**src/rtl/carry_pkg.sv**
```systemverilog
// Shared types and constants for the pipelined carry-chain add/subtract unit.
package carry_pkg;

    // Operation select encoding on the op port.
    typedef enum logic [1:0] {
        OP_ADD = 2'b00,
        OP_SUB = 2'b01,
        OP_CMP = 2'b10,
        OP_INC = 2'b11
    } op_t;

    // Bit positions inside the flags bus, which reads {N, V, Z, C}.
    localparam int F_C = 0;
    localparam int F_Z = 1;
    localparam int F_V = 2;
    localparam int F_N = 3;

endpackage

```
**src/rtl/carry_slice.sv**
```systemverilog
// Generic N-bit mux/XOR ripple-carry slice, purely combinational.
// Each bit either passes the incoming carry (propagate) or takes the
// generate input, and the sum bit is the propagate XOR the carry below it.
module carry_slice #(
    parameter int N = 4
) (
    input  logic         ci,
    input  logic [N-1:0] g,
    input  logic [N-1:0] p,
    output logic [N-1:0] co,
    output logic [N-1:0] s
);

    // chain[i] is the carry entering bit i; chain[0] is the slice carry in.
    logic [N:0] chain;

    assign chain[0] = ci;

    for (genvar i = 0; i < N; i++) begin : g_bit
        assign co[i]      = p[i] ? chain[i] : g[i];
        assign s[i]       = p[i] ^ chain[i];
        assign chain[i+1] = co[i];
    end

endmodule

```
**src/rtl/carry_pipe.sv**
```systemverilog
// Pipelined add/subtract unit: operand select, a chain of carry_slice
// instances with one register rank after each, a global-stall valid/ready
// handshake and 6502-style N/V/Z/C flags taken from the final rank.
module carry_pipe
    import carry_pkg::*;
#(
    parameter int WIDTH      = 16,
    parameter int SLICE_BITS = 4
) (
    input  logic             clk,
    input  logic             rst_n,
    input  logic             flush,
    input  logic             in_valid,
    output logic             in_ready,
    input  logic [1:0]       op,
    input  logic [WIDTH-1:0] a,
    input  logic [WIDTH-1:0] b,
    input  logic             ci,
    output logic             out_valid,
    input  logic             out_ready,
    output logic [WIDTH-1:0] sum,
    output logic [3:0]       flags
);

    localparam int NSTAGES = WIDTH / SLICE_BITS;
    localparam int LAST    = NSTAGES - 1;

    if ((SLICE_BITS < 1) || (WIDTH % SLICE_BITS != 0)) begin : g_bad_geometry
        $error("carry_pipe: WIDTH must be a non-zero multiple of SLICE_BITS");
    end

    // Effective operands after op decode.
    logic [WIDTH-1:0] a_eff;
    logic [WIDTH-1:0] b_eff;
    logic             c_eff;

    // Register ranks: index j holds rank j+1.
    logic [WIDTH-1:0] rk_a [NSTAGES];
    logic [WIDTH-1:0] rk_b [NSTAGES];
    logic [WIDTH-1:0] rk_s [NSTAGES];
    logic             rk_c [NSTAGES];
    logic [NSTAGES-1:0] rk_v;
    logic [3:0]       flags_q;

    // Inputs seen by slice k, and the values slice k hands to rank k+1.
    logic [WIDTH-1:0] st_a [NSTAGES];
    logic [WIDTH-1:0] st_b [NSTAGES];
    logic [WIDTH-1:0] st_s [NSTAGES];
    logic             st_c [NSTAGES];
    logic [WIDTH-1:0] nx_s [NSTAGES];
    logic             nx_c [NSTAGES];
    logic             nx_cm [NSTAGES];

    logic [3:0]       flags_nx;
    logic             adv;

    // Whole pipe advances together; a held result blocks everything behind it.
    assign adv       = !out_valid || out_ready;
    assign in_ready  = adv;
    assign out_valid = rk_v[LAST];
    assign sum       = rk_s[LAST];
    assign flags     = flags_q;

    // Operand select: invert b for subtract/compare, force carry for CMP/INC.
    always_comb begin
        // NOTE: every output gets a default first so no path leaves a latch.
        a_eff = a;
        b_eff = b;
        c_eff = ci;
        unique case (op_t'(op))
            OP_ADD: b_eff = b;
            OP_SUB: b_eff = ~b;
            OP_CMP: begin
                b_eff = ~b;
                c_eff = 1'b1;
            end
            OP_INC: begin
                b_eff = '0;
                c_eff = 1'b1;
            end
            default: b_eff = b;
        endcase
    end

    for (genvar k = 0; k < NSTAGES; k++) begin : g_stage
        localparam logic [WIDTH-1:0] ONES = (WIDTH'(1) << SLICE_BITS) - WIDTH'(1);
        localparam logic [WIDTH-1:0] LANE = ONES << (k * SLICE_BITS);

        logic [SLICE_BITS-1:0] p;
        logic [SLICE_BITS-1:0] g;
        logic [SLICE_BITS-1:0] co;
        logic [SLICE_BITS-1:0] s;
        logic [SLICE_BITS:0]   cv;

        if (k == 0) begin : g_head
            assign st_a[k] = a_eff;
            assign st_b[k] = b_eff;
            assign st_s[k] = '0;
            assign st_c[k] = c_eff;
        end else begin : g_body
            assign st_a[k] = rk_a[k-1];
            assign st_b[k] = rk_b[k-1];
            assign st_s[k] = rk_s[k-1];
            assign st_c[k] = rk_c[k-1];
        end

        assign p = st_a[k][k*SLICE_BITS +: SLICE_BITS] ^ st_b[k][k*SLICE_BITS +: SLICE_BITS];
        assign g = st_a[k][k*SLICE_BITS +: SLICE_BITS];

        carry_slice #(
            .N (SLICE_BITS)
        ) u_slice (
            .ci (st_c[k]),
            .g  (g),
            .p  (p),
            .co (co),
            .s  (s)
        );

        // Merge this slice's sum bits into the partial sum; keep both the
        // carry out and the carry into the top bit of the slice (for V).
        assign cv       = {co, st_c[k]};
        assign nx_s[k]  = (st_s[k] & ~LANE) | (WIDTH'(s) << (k * SLICE_BITS));
        assign nx_c[k]  = cv[SLICE_BITS];
        assign nx_cm[k] = cv[SLICE_BITS-1];
    end

    // Flags for the result about to enter the final rank.
    always_comb begin
        flags_nx        = '0;
        flags_nx[F_C]   = nx_c[LAST];
        flags_nx[F_V]   = nx_c[LAST] ^ nx_cm[LAST];
        flags_nx[F_Z]   = (nx_s[LAST] == '0);
        flags_nx[F_N]   = nx_s[LAST][WIDTH-1];
    end

    // Data ranks: shift operands, partial sums and carries on advance.
    always_ff @(posedge clk or negedge rst_n) begin
        if (!rst_n) begin
            // NOTE: data ranks are reset as well so sum and flags read 0 out of reset.
            for (int j = 0; j < NSTAGES; j++) begin
                rk_a[j] <= '0;
                rk_b[j] <= '0;
                rk_s[j] <= '0;
                rk_c[j] <= 1'b0;
            end
            flags_q <= '0;
        end else if (adv) begin
            // NOTE: non-blocking so every rank samples the pre-edge value of the rank before it.
            for (int j = 0; j < NSTAGES; j++) begin
                rk_a[j] <= st_a[j];
                rk_b[j] <= st_b[j];
                rk_s[j] <= nx_s[j];
                rk_c[j] <= nx_c[j];
            end
            flags_q <= flags_nx;
        end
    end

    // Valid bits: flush wins over everything, including a same-cycle accept.
    always_ff @(posedge clk or negedge rst_n) begin
        if (!rst_n) begin
            rk_v <= '0;
        end else if (flush) begin
            rk_v <= '0;
        end else if (adv) begin
            rk_v <= (rk_v << 1) | NSTAGES'(in_valid);
        end
    end

endmodule

```
**config.mk**
```make
export PLATFORM = sky130hd
export DESIGN_NAME = carry_pipe
export DESIGN_NICKNAME = d
export VERILOG_FILES = /design/src/rtl/carry_pkg.sv /design/src/rtl/carry_slice.sv /design/src/rtl/carry_pipe.sv
export SDC_FILE = /design/constraint.sdc
export NUM_CORES = 1
export LEC_CHECK = 0
export BUFFER_PORTS_ARGS = -buffer_cell sky130_fd_sc_hd__buf_4
export CAP_MARGIN = 20
export CORE_AREA = 2 2 108 79
export CTS_BUF_LIST = sky130_fd_sc_hd__clkbuf_16
export DETAILED_ROUTE_END_ITERATION = 7
export DIE_AREA = 0 0 110 81
export HOLD_SLACK_MARGIN = 0.08
export PLACE_DENSITY = 0.78
export SLEW_MARGIN = 20
export SYNTH_ARGS = -nofsm -noshare
export SYNTH_HDL_FRONTEND = slang
export SYNTH_SLANG_ARGS = --single-unit
export TNS_END_PERCENT = 30
```
**constraint.sdc**
```tcl
create_clock -name clk -period 2.55 [get_ports clk]
set_input_delay 0.255 -clock clk [delete_from_list [all_inputs] [get_ports clk]]
set_output_delay 0.255 -clock clk [all_outputs]
set_load 0.02 [all_outputs]
```
### Word-level counts from Yosys, hierarchy flattened

Index checks and enable logic that the tools add are counted.

* flip-flop bits (word level): 147
* input bits: 40
* output and inout bits: 22
* logic and storage cells: 71

* equality and inequality tests: 3
* muxes and demuxes: 20
* bitwise operators: 26
* reduce and logical (&&, ||, !) cells: 7

Operators by type and width (number)
* 16-bit one-hot mux with 3 select lines: 1
* 1-bit 2-to-1 mux: 17
* 1-bit bitwise XOR: 17
* 16-bit logical NOT: 1
* 16-bit NOT: 1
* 12-bit by 16-bit bitwise OR with 16-bit output: 1
* 4-bit bitwise XOR: 4
* 8-bit by 12-bit bitwise OR with 12-bit output: 1
* 4-bit 2-to-1 mux: 2
* 4-bit by 8-bit bitwise OR with 8-bit output: 1
* 2-bit == test, second input constant: 2
* 4-bit by 1-bit bitwise OR with 4-bit output: 1
* 2-bit OR reduction: 2
* 2-bit by 1-bit == test with 1-bit output, second input constant: 1
* 2-bit logical NOT: 1
* 2-bit nonzero test: 1
* 1-bit logical NOT: 1
* 1-bit logical OR: 1

### Depth between registers and ports, before layout

Gate-level depths: netlist of run 1.

* depth in word-level cells: 8
* gate-level depth with buffers: 11

### Hierarchy

Synthesis of run 1 repeated with hierarchy kept, for this count alone.

* cell total of the unflattened synthesis: 550
* area total of the unflattened synthesis: 4737.0 µm²

By module, submodules not included
* carry_pipe: instances 1, cells an instance 466, area each 4181.5 µm², seq. area each 2452.4 µm²
* carry_slice: instances 4, cells an instance 21, area each 138.9 µm², seq. area each 0.0 µm²

### Worst setup path after synthesis of run 1

Ideal clock, no wire load.

* path kind: input to register
* start point: input port op[0]
* end point: register rk_s[51] in the netlist's numbering
* arrival: 2167 ps
* required time: 2433 ps
* path slack: 266 ps
* stages on the path: 10
* buffers on the path: 0
* cell sequence: inv_1 > ha_1 > or3b_2 > a21oi_1 > o22ai_1 > a21oi_1 > o21a_1 > fa_1 > nand2_1 > nand2_1

* longest elaborated chain between the ends: 8
* elaborated cells on any way between the ends: 13

RTL lines
* start, declared: RTL line carry_pipe.sv:15 `input logic [1:0] op,`
* 2-bit == test / 2-bit by 1-bit == test with 1-bit output (equally long branches): RTL line carry_pipe.sv:70 `unique case (op_t'(op))`
* 2-bit OR reduction (no line)
* 16-bit one-hot mux with 3 select lines: RTL line carry_pipe.sv:70
* 4-bit bitwise XOR: RTL line carry_pipe.sv:107 `assign p = st_a[k][k*SLICE_BITS +: SLICE_BITS] ^ st_b[k][k*SLICE_BITS +: SLICE_BITS];`
* 1-bit 2-to-1 mux (3 in series): RTL line carry_slice.sv:20 `assign co[i] = p[i] ? chain[i] : g[i];`
* 1-bit bitwise XOR (*): RTL line carry_slice.sv:21 `assign s[i] = p[i] ^ chain[i];`
* via g_stage[0].s[3]: RTL line carry_pipe.sv:92 `logic [SLICE_BITS-1:0] s;`
* end signal, assigned by index: RTL line carry_pipe.sv:153 `rk_s[j] <= nx_s[j];`
* end, declared: RTL line carry_pipe.sv:40 `logic [WIDTH-1:0] rk_s [NSTAGES];`

Mark *: on every way through the listed nets, which the timed path passes. The rest lies on a longest branch.
A chain may end at the register's enable or synchronous reset.

### Worst setup path in the final report of run 1

* start point: register rk_b[28] in the netlist's numbering
* end point: register flags_q[1], in the netlist flags[1]

* longest elaborated chain between the ends: 7
* elaborated cells on any way between the ends: 10

RTL lines
* start, declared: RTL line carry_pipe.sv:39 `logic [WIDTH-1:0] rk_b [NSTAGES];`
* start signal, assigned by index: RTL line carry_pipe.sv:152 `rk_b[j] <= st_b[j];`
* 4-bit bitwise XOR (*): RTL line carry_pipe.sv:107
* 1-bit 2-to-1 mux (3 in series): RTL line carry_slice.sv:20
* 1-bit bitwise XOR: RTL line carry_slice.sv:21
* 12-bit by 16-bit bitwise OR with 16-bit output (*): RTL line carry_pipe.sv:123 `assign nx_s[k] = (st_s[k] & ~LANE) | (WIDTH'(s) << (k * SLICE_BITS));`
* 16-bit logical NOT (*): RTL line carry_pipe.sv:133 `flags_nx[F_Z] = (nx_s[LAST] == '0);`
* end signal, assigned: RTL line carry_pipe.sv:156 `flags_q <= flags_nx;`
* end, declared: RTL line carry_pipe.sv:43 `logic [3:0] flags_q;`

Mark *: on every way between the ends. The rest lies on a longest branch, timed or not.

==> results.md, run 1 <==
- Setup TNS: 0 ns
- WP data required: about 2.8 ns
- Final WL: 8375 um
- Starting Density: a little over half
- Worst reg2reg path depth: 8
- Post-CTS setup buffer count: 0
- TritonCTS clock tree: done
- Worst R2R Setup Slack: 0.19 ns
- Root Buffer: clkbuf_16
- Synth Register Bits: 98
- Mapped Area: roughly 0.0044 mm2
- Worst slew pin tran: 0.6635 ns
- Hold-critical path endpoint: rk_a[63]
- Resized cells post-CTS: 0
- Dominant combinational cell family by area after synthesis: simple AND/OR/NAND/NOR gates
- Hold depth: 3
- Synth Area in Compound Gates: 7.880%
- Clock transition at path regs: 0.06 ns
- Routed Antenna Nets: 0
- Leak Pwr: 2.566 nW
- Cell variety after synth: 32
- Share of layout cells above drive strength 1: approximately 16%
- Highest Clock Rate: ~420 MHz
- Cell count after synthesis: approximately 500
- Worst VDD drop: 370.0 uV
- Hold Slack: 0.1135 ns
- Unrepaired setup endpoints after global routing: no
- Mux share of post-synthesis cell area: 0%
- Drt pass-1 iters: 4
- Total Routing Usage GR: 20.35%
- Simple-Gate Fraction of Synth Area: 23.87%
- Crit start category: flop
- Global route overflow: 0
- Peak fanout along the critical path: 3
- Clk sinks: 98
- Die Ht: between 80 and 90 um
- Worst r2r dst: flags[1]
- Slew Limit Fails: 0
- Clock buffer depth: 2
- Rel. slew slack: between 50% and 60%
- Detailed Route Iter0 Violations: 228
- Setup Skew: 0.005301 ns
- Synthesized area per cell: between 8 and 9 um2
- Largest net degree at the start of global routing: 105
- Detail Placement HPWL: approximately 5600 um
- Vias in the first global route: slightly below 3,000
- H-Tree Depth: 3
- First-pass GRT wire length: 13,730 um
- Buffers added on ports: just over 60
- Tcrit/Tclk final: 92.43%
- CP Class: flop to flop
- Antenna diodes: 0
- Final-report setup violation count: 0
- Power per Cell Area: just under 800 mW/mm2
- Syn nets: about 540
- TritonCTS buffer count: 9
- Vias per cell: 5.096
- Core Rows: 28
- Tot Pwr: 4.031 mW
- Async SR Flop Fraction: 100.0%
- Max Cap Viol: 0
- Area Overhead vs Synth: 19.79%
- # IOs: 62
- DRC violations left: 0
- Clk_lat worst skew: roughly 0.34 ns
- Worst r2r src: rk_b[28]
- Post-Synth Adder-Cell Area: under 10%
- Ys Warns: 0
- WL/cell: 12.83 um
- GPL Wtd Cong: 0.7838
- Number of enable flip-flop cells after synthesis: 0
- Worst Path Arrival: 2.57 ns
- Initial antenna violation count: 0
- Sequential fraction of the synthesis area: 56.37%
- Hold Fails Final Rpt: 0
- Status: completed
- Crit end category: flop
- Die X: 110 um
- Die area: 0.008910 mm2
- Post-Synth XOR/XNOR Area: approximately 4.4%
- Final #Nets: 590
- Period minus WS final: 2.357 ns
- # hold bufs at CTS: 1
- Core box area: 0.008023 mm2
- Via count: 3,328
- HP Start: a[15]
- Layout Cells excl Fill: 653
- DP Cell Count: 635
- Hold/Removal Path Class: input pin to flop
- Main synth FF type: dfrtp_1
[logic make-up after synthesis]
logic type	after synthesis
AOI/OAI and AO/OA	65
and+or+nand+nor	256
DFF	98
adders and majority gates	13
buffers and inverters	37
xor gates and xnor gates	22
[worst max-delay path by stage]
stage               cells past startpoint       end  slack (ns)  startpoint
floorplan                              10  rk_s[51]        0.27       op[0]
global placement                       11  rk_s[51]        0.16       op[0]
detailed placement                     11  rk_s[51]        0.01       op[0]
CTS                                     8  flags[1]        0.20    rk_b[28]
global route                            8  flags[1]        0.11    rk_b[28]
finish                                  8  flags[1]        0.19    rk_b[28]
[placed cells by master, fill, tap and decap left out, types with 11 or more instances in the layout]
cell type  instances
a21oi_1           30
buf_4             63
dfrtp_1           98
inv_1             11
nand2_1          213
nor2_1            18
nor3b_1           12
o21ai_0           28
xnor2_1           13
[report_power, final]
part	internal [mW]	leakage [nW]	switching [mW]
logic	0.369	1.25	0.436
registers	1.82	1.18	0.186
clock network	0.658	0.134	0.561
total	2.85	2.57	1.18
[cell type report]
class,count,area [um2]
fillers,685,2811
flip-flops and latches,98,2452
well taps,105,131.4
clock buffers,9,225.2
clock inverters,7,48.80
repair buffers,68,553.0
multi-input cells,356,1763
inverters,10,37.54
[cells in the mapped netlist (3+ instances only)]
| cell type | count | share of area (%) |
|---|---|---|
| inv_1 | 10 | 0.86 |
| clkbuf_1 | 25 | 2.2 |
| a21oi_1 | 30 | 3.5 |
| xnor2_1 | 13 | 2.6 |
| fa_1 | 4 | 1.8 |
| nor4_1 | 3 | 0.43 |
| maj3_2 | 3 | 0.78 |
| nor2_1 | 18 | 1.6 |
| ha_1 | 3 | 0.86 |
| o21ai_0 | 28 | 3.2 |
| nand2_1 | 213 | 18 |
| nor3b_1 | 12 | 2.1 |
| xor2_1 | 9 | 1.8 |
| maj3_1 | 3 | 0.69 |
| dfrtp_1 | 98 | 56 |
[sequential cells by signal (all words and copies together) (netlist names)]
signal / count
rk_s: 24
rk_a: 12
g_stage.g: 12
g_stage.cv: 3
sum: 16
flags: 3
rk_v: 4
rk_b: 24
[metrics by stage]
| stage | util [%] | area [um2] | setup slack [ns] |
|---|---|---|---|
| 2_1_floorplan | - | 4350 | 0.2663 |
| 3_3_place_gp | 61.29 | 4917 | 0.1578 |
| 3_5_place_dp | 61.29 | 4917 | 0.01312 |
| 4_1_cts | 64.83 | 5201 | 0.1987 |
| 5_1_grt | 64.96 | 5211 | 0.1059 |
| 6_report | 64.96 | 5211 | 0.1929 |
[critical path, stage by stage (launching register included)]
cell	delay (ns)
dfrtp_1	0.41
maj3_2	0.34
maj3_2	0.34
maj3_2	0.33
inv_1	0.07
fa_1	0.42
and3_1	0.16
nand4_1	0.09
o21ai_0	0.09
[layer usage]
layer / part of all wire [%] / up-vias / global-route usage (%)
li1: - / 1663 / -
met1: 50 / 1574 / 28.95
met2: 44 / 84 / 30.74
met3: 5.4 / 7 / 5.778
met4: 0.97 / 0 / 5.696
met5: 0 / - / 0
No activity file was read; power rests on OpenSTA's default activity.
==> run 2: changes to the inputs <==
- CORE_AREA: 2 2 108 79 -> 2 2 114 83
- DIE_AREA: 0 0 110 81 -> 0 0 116 85
- PLACE_DENSITY: 0.78 -> 0.74
- clock period: 2.55 -> 1.9 ns (I/O delays scaled with it)
==> run 2 against run 1 <==
The run now ends with negative setup slack left. Critical path depth unchanged. Sequential cell count unchanged. Clock skew up 0.0035 ns. Sequential share of layout area down 4.0 points. Via count up 2.0%. Global-route usage down 0.48 points. Combinational power up 57%. Worst hold slack worse by 0.0091 ns. Cell count up 9.3%. Cell area up 9.3%. Non-clock buffer count up 42. Critical endpoint unchanged. Largest power group unchanged.
==> results.md, run 2 (synthesis results as in run 1) <==
- Unrepaired setup endpoints after global routing: yes (was no)
- Starting Density: 49.54% (was 54.23%)
- Worst Path Arrival: 2.45 ns (was 2.57 ns)
- Vias in the first global route: 3,267 (was 2,972)
- Share of layout cells above drive strength 1: 21.53% (was 15.88%)
- Fill count: 746 (was 685)
- Die X: 116 um (was 110 um)
- Clock buffer depth: 2 (unchanged)
- Worst VDD drop: 502.7 uV (was 370.0 uV)
- WL/cell: 12.67 um (was 12.83 um)
- H-Tree Depth: 3 (unchanged)
- Tcrit/Tclk final: 116.9% (was 92.43%)
- WP data required: 2.13 ns (was 2.77 ns)
- Slew Limit Fails: 0 (unchanged)
- Total Routing Usage GR: 19.87% (was 20.35%)
- Final #Nets: 632 (was 590)
- Highest Clock Rate: 450.1 MHz (was 424.3 MHz)
- Detailed Route Iter0 Violations: 229 (was 228)
- Detail Placement HPWL: 5906 um (was 5617 um)
- Core Util, Final: 64.89% (was 64.96%)
- Vias per cell: 4.754 (was 5.096)
- Initial antenna violation count: 0 (unchanged)
- Final-report setup violation count: 4 (was 0)
- TritonCTS clock tree: done (unchanged)
- Multi-input logic area: 0.001836 mm2 (was 0.001763 mm2)
- Crit end category: flop (unchanged)
- Setup Skew: 0.008802 ns (was 0.005301 ns)
- Routed Antenna Nets: 0 (unchanged)
- Clk sinks: 98 (unchanged)
- Commonest non-fill, non-tap cell in the layout: nand2_1 (unchanged)
- Final WL: 9045 um (was 8375 um)
- Via count: 3,394 (was 3,328)
- Crit start category: flop (unchanged)
- Status: finished with violations (was completed)
- Period minus WS final: 2.222 ns (was 2.357 ns)
- TritonCTS buffer count: 9 (unchanged)
- Largest net degree at the start of global routing: 105 (unchanged)
- Root Buffer: clkbuf_16 (unchanged)
- Violations in the final reports: negative setup slack
- Core box area: 0.008781 mm2 (was 0.008023 mm2)
- DP Cell Count: 682 (was 635)
- Hold Fails Final Rpt: 0 (unchanged)
- DRC violations left: 0 (unchanged)
- Top sig layer: met4 (unchanged)
- Met3 wire length: 359 um (was 449 um)
- Die Ht: 85 um (was 81 um)
- Drt pass-1 iters: 5 (was 4)
- Antenna diodes: 0 (unchanged)
- Final setup margin: -0.3218 ns (was 0.1929 ns)
- First-pass GRT wire length: 15,240 um (was 13,730 um)
- DR WL met2: 4027 um (was 3693 um)
- Clock transition at path regs: 0.07 ns (was 0.06 ns)
- Rel. slew slack: 61.88% (was 55.77%)
- Die area: 0.009860 mm2 (was 0.008910 mm2)
- Power per Cell Area: 1025 mW/mm2 (was 773.5 mW/mm2)
- Area Overhead vs Synth: 30.97% (was 19.79%)
- # IOs: 62 (unchanged)
- Peak fanout along the critical path: 2 (was 3)
- Hold/Removal Path Class: input pin to flop (unchanged)
- Most frequent cells in the layout: nand2_1 (213), dfrtp_1 (98), buf_4 (93), o21ai_0 (26), a21oi_1 (25) (was nand2_1 (213), dfrtp_1 (98), buf_4 (63), a21oi_1 (30), o21ai_0 (28))
- Layout Cells excl Fill: 714 (was 653)
- Register area: 0.002452 mm2 (unchanged)
- Global route overflow: 0 (unchanged)
- Buffers added on ports: 61 (unchanged)
- Max Cap Viol: 0 (unchanged)
- CP Class: flop to flop (unchanged)
- M1 wire length: 4561 um (was 4151 um)
- Leak Pwr: 2.805 nW (was 2.566 nW)
- Clk_lat worst skew: 0.34 ns (about the same)
- Core Rows: 29 (was 28)
- Worst slew pin tran: 0.5665 ns (was 0.6635 ns)
- GPL Wtd Cong: 0.7743 (was 0.7838)
==> run 2: final cells by class <==
type | instances | share of cell area (%)
clock buffer | 9 | 3.953
timing repair buffer | 110 | 15.77
tap | 124 | 2.723
multi-input combinational | 356 | 32.21
inverter | 10 | 0.6588
clock inverter | 7 | 1.647
sequential | 98 | 43.04
==> run 2: worst max-delay path, stage by stage (launching register included) <==
cell     delay, ns
dfrtp_1       0.39
maj3_2        0.32
maj3_2        0.32
maj3_2        0.32
inv_2         0.06
fa_1          0.41
and3_1        0.15
nand4_1       0.08
o21ai_1       0.07
==> run 2: report_power, final <==
group | internal, mW | total, mW | leakage, nW | switching, mW
clock network | 1.15 | 1.90 | 0.163 | 0.751
logic | 0.613 | 1.26 | 1.46 | 0.648
registers | 2.44 | 2.68 | 1.18 | 0.235
==> run 2: final timing paths <==
| path | from | to | slack, ns | cells past startpoint |
|---|---|---|---|---|
| min reg2reg | rk_s[34] | rk_s[34] | 0.47 | 2 |
| min in group asynchronous | rst_n | rk_v[0] | 0.34 | 2 |
| max reg2reg | g_stage[3].cv[0] | flags[1] | -0.32 | 8 |
| min | in_valid | rk_v[0] | 0.10 | 3 |
| max in group asynchronous | rst_n | rk_b[40] | 0.95 | 3 |
| max | g_stage[3].cv[0] | flags[1] | -0.32 | 8 |
==> run 2: repair_timing <==
item	CTS	global route
hold endpoints to repair	49	0
setup endpoints to repair	7	9
gates resized for setup	6	12
hold buffers	14	0
setup buffers	1	1
pin swaps	1	3
==> run 2: routing by layer <==
layer,GRT usage (%),vias up
met5,0,-
met4,4.870,0
met3,5.714,8
met2,29.56,79
met1,29.07,1564
li1,-,1743
==> run 2: stage by stage <==
step           hold slack [ns]  worst slack (ns)  TNS [ns]  instance area (um2)  power (mW)
3_5_place_dp            0.1681           -0.4912    -1.889                 5151       3.918
5_1_grt                0.09438           -0.4142    -1.243                 5698       6.183
3_3_place_gp            0.1654           -0.4193    -1.386                 5151       3.860
4_1_cts                0.09429           -0.3219   -0.9568                 5630       5.881
6_report                0.1044           -0.3218   -0.8361                 5698       5.843
2_1_floorplan          -0.1056           -0.3270   -0.9181                 4350       3.334
==> run 3: changes to the inputs <==
- ABC_AREA: not set -> 1
- CORE_AREA: 2 2 114 83 -> 2 2 119 86
- DIE_AREA: 0 0 116 85 -> 0 0 121 88
- SYNTH_HIERARCHICAL: not set -> 1
==> run 3 against run 2 <==
The run now ends clean. Sequential cell count unchanged. Synthesized cell count increased by 23%. Critical path type unchanged. Register-to-register slack improved by 0.53 ns.
==> results.md, run 3 <==
- Core Util, Final: 61.23% (was 64.89%)
- Setup Skew: 0.006572 ns (was 0.008802 ns)
- DP Area: 0.005364 mm2 (was 0.005151 mm2)
- Design area: 0.005814 mm2 (was 0.005698 mm2)
- Final #Nets: 715 (was 632)
- Mapped Area: 0.004817 mm2 (was 0.004350 mm2)
- Hold Fails Final Rpt: 0 (unchanged)
- Die area: 0.01065 mm2 (was 0.009860 mm2)
- Clock share of power: 29.8% (was 32.6%)
- Crit path largest cell delay: 0.44 ns (was 0.41 ns)
- Slowest CP cell: dfrtp_1 (was fa_1)
- P_sw: 1.787 mW (was 1.633 mW)
- # IOs: 62 (unchanged)
- Worst Path Arrival: 1.97 ns (was 2.45 ns)
- Largest net degree at the start of global routing: 101 (was 105)
- Critical path's top delay family: simple AND/OR/NAND/NOR gates (was adder cells)
- Root Buffer: clkbuf_16 (unchanged)
- Core box area: 0.009497 mm2 (was 0.008781 mm2)
- DP Cell Count: 774 (was 682)
- Crit end category: flop (unchanged)
- Pint: 4.045 mW (was 4.210 mW)
- HP Start: b[6] (was in_valid)
- Global route overflow: 0 (unchanged)
- First-pass GRT wire length: 16,370 um (was 15,240 um)
- Period minus WS final: 1.691 ns (was 2.222 ns)
- Synthesized area per cell: 7.962 um2 (was 8.860 um2)
- Starting Density: 50.72% (was 49.54%)
- Leak Pwr: 3.086 nW (was 2.805 nW)
- Slew Limit Fails: 0 (unchanged)
- Dpl ws: 0.05746 ns (was -0.4912 ns)
- Multi-input logic area: 0.002003 mm2 (was 0.001836 mm2)
- Buffers & Inverters on Critical Path: 2 (was 1)
- Initial antenna violation count: 0 (unchanged)
- H-Tree Depth: 3 (unchanged)
- CP Class: flop to flop (unchanged)
- Final setup margin: 0.2094 ns (was -0.3218 ns)
- Most frequent cells in the layout: nand2_1 (248), dfrtp_1 (97), buf_4 (64), inv_1 (50), o21ai_0 (44) (was nand2_1 (213), dfrtp_1 (98), buf_4 (93), o21ai_0 (26), a21oi_1 (25))
- Share of layout cells above drive strength 1: 18.20% (was 21.53%)
- Register area: 0.002454 mm2 (was 0.002452 mm2)
- GPL Wtd Cong: 0.8420 (was 0.7743)
- Power per Cell Area: 1003 mW/mm2 (was 1025 mW/mm2)
- Tcrit/Tclk final: 88.98% (was 116.9%)
- Routed Antenna Nets: 0 (unchanged)
- Area Overhead vs Synth: 20.70% (was 30.97%)
- Detailed Route Iter0 Violations: 195 (was 229)
- Final WL: 9525 um (was 9045 um)
- Layout Cells excl Fill: 804 (was 714)
- Comb power frac: 24.8% (was 21.6%)
- Highest Clock Rate: 591.5 MHz (was 450.1 MHz)
- Final-report setup violation count: 0 (was 4)
- Die X: 121 um (was 116 um)
- Cell count after synthesis: 605 (was 491)
- TritonCTS buffer count: 9 (unchanged)
- WP data required: 2.18 ns (was 2.13 ns)
- Crit start category: flop (unchanged)
- Max Cap Viol: 0 (unchanged)
- Worst VDD drop: 521.1 uV (was 502.7 uV)
- Rel. slew slack: 68.87% (was 61.88%)
- Total Routing Usage GR: 19.40% (was 19.87%)
- Commonest non-fill, non-tap cell in the layout: nand2_1 (unchanged)
- Clock transition at path regs: 0.06 ns (was 0.07 ns)
- Peak fanout along the critical path: 4 (was 2)
- Clk_lat worst skew: 0.34 ns (about the same)
- Drt pass-1 iters: 4 (was 5)
- Ys Warns: 6 (was 0)
- Crit path from: g_stage[3].g[0] (was g_stage[3].cv[0])
- Cell Chain, Critical Path: xor2_2, inv_2, nand2_2, nand3_2, nand2_2, inv_2, nand2_1, nand2_1, nor2_1, nand2_1, nor2_1, nand3_1, nand2_1 (was maj3_2, maj3_2, maj3_2, inv_2, fa_1, and3_1, nand4_1, o21ai_1)
- Core Rows: 30 (was 29)
- Hold/Removal Path Class: input pin to flop (unchanged)
- Part of the power in registers: 45.4% (was 45.8%)
- Post-CTS setup buffer count: 0 (was 1)
- Buffers added on ports: 61 (unchanged)
- Setup TNS: 0 ns (was -0.8361 ns)
- Via count: 3,814 (was 3,394)
- Fill count: 843 (was 746)
- Status: completed (was finished with violations)
- Tot Pwr: 5.832 mW (was 5.843 mW)
- Worst slew pin tran: 0.4669 ns (was 0.5665 ns)
- Syn nets: 648 (was 538)
- Switching portion of total power: 30.64% (was 27.95%)
- Clock buffer depth: 2 (unchanged)
- DRC violations left: 0 (unchanged)
- Worst r2r src: g_stage[3].g[0] (was g_stage[3].cv[0])
- Detail Placement HPWL: 6541 um (was 5906 um)
- Hold Slack: 0.1258 ns (was 0.1044 ns)
- Critical Path Most Common Cell: nand2_1 (was maj3_2)
- TritonCTS clock tree: done (unchanged)
- WL/cell: 11.85 um (was 12.67 um)
- Vias per cell: 4.744 (was 4.754)
- Die Ht: 88 um (was 85 um)
- Clk sinks: 98 (unchanged)
- Antenna diodes: 0 (unchanged)
- Vias in the first global route: 3,636 (was 3,267)
[run 3: power groups by stage]
stage	logic [mW]	clock network (mW)	registers (mW)
2_1_floorplan	0.800	0	2.80
3_3_place_gp	1.37	0	2.67
3_5_place_dp	1.42	0	2.68
4_1_cts	1.45	1.80	2.65
5_1_grt	1.63	1.88	2.69
6_report	1.44	1.74	2.65
[run 3: layer usage]
layer	track usage, %	up-vias	part of all wire, %
li1	-	1995	-
met1	25.75	1734	48
met2	30.34	75	46
met3	5.339	10	4.5
met4	8.140	0	1.3
met5	0	-	0
[run 3: what timing repair did]
item,in CTS,in global routing
endpoints found under the setup margin,0,1
endpoints found under the hold margin,48,0
resized for setup,0,3
hold buffers,15,0
[run 3: worst reg2reg max path, stage by stage, from the launching register on]
cell     delay [ns]
dfrtp_1        0.44
xor2_2         0.23
inv_2          0.08
nand2_2        0.08
nand3_2        0.10
nand2_2        0.10
inv_2          0.03
nand2_1        0.04
nand2_1        0.07
nor2_1         0.09
nand2_1        0.05
nor2_1         0.15
nand3_1        0.10
nand2_1        0.07
[run 3: worst paths after layout]
kind                            slack (ns)         endpoint  cells past startpoint
worst max-delay path                  0.21         flags[1]                     13
worst min-delay path                  0.13         rk_b[54]                      3
worst max register to register        0.21         flags[1]                     13
worst min register to register        0.47         rk_s[37]                      2
max in group asynchronous             0.91  g_stage[3].g[1]                      3
min in group asynchronous             0.35           sum[1]                      2
[run 3: layout make-up]
cell class                      instances  area share [%]
Clock inverter                          6           1.011
Multi-Input combinational cell        422           34.45
Sequential cell                        98           42.20
Timing Repair Buffer                   82           11.88
Inverter                               59           3.830
Clock buffer                            9           3.873
Tap cell                              128           2.754
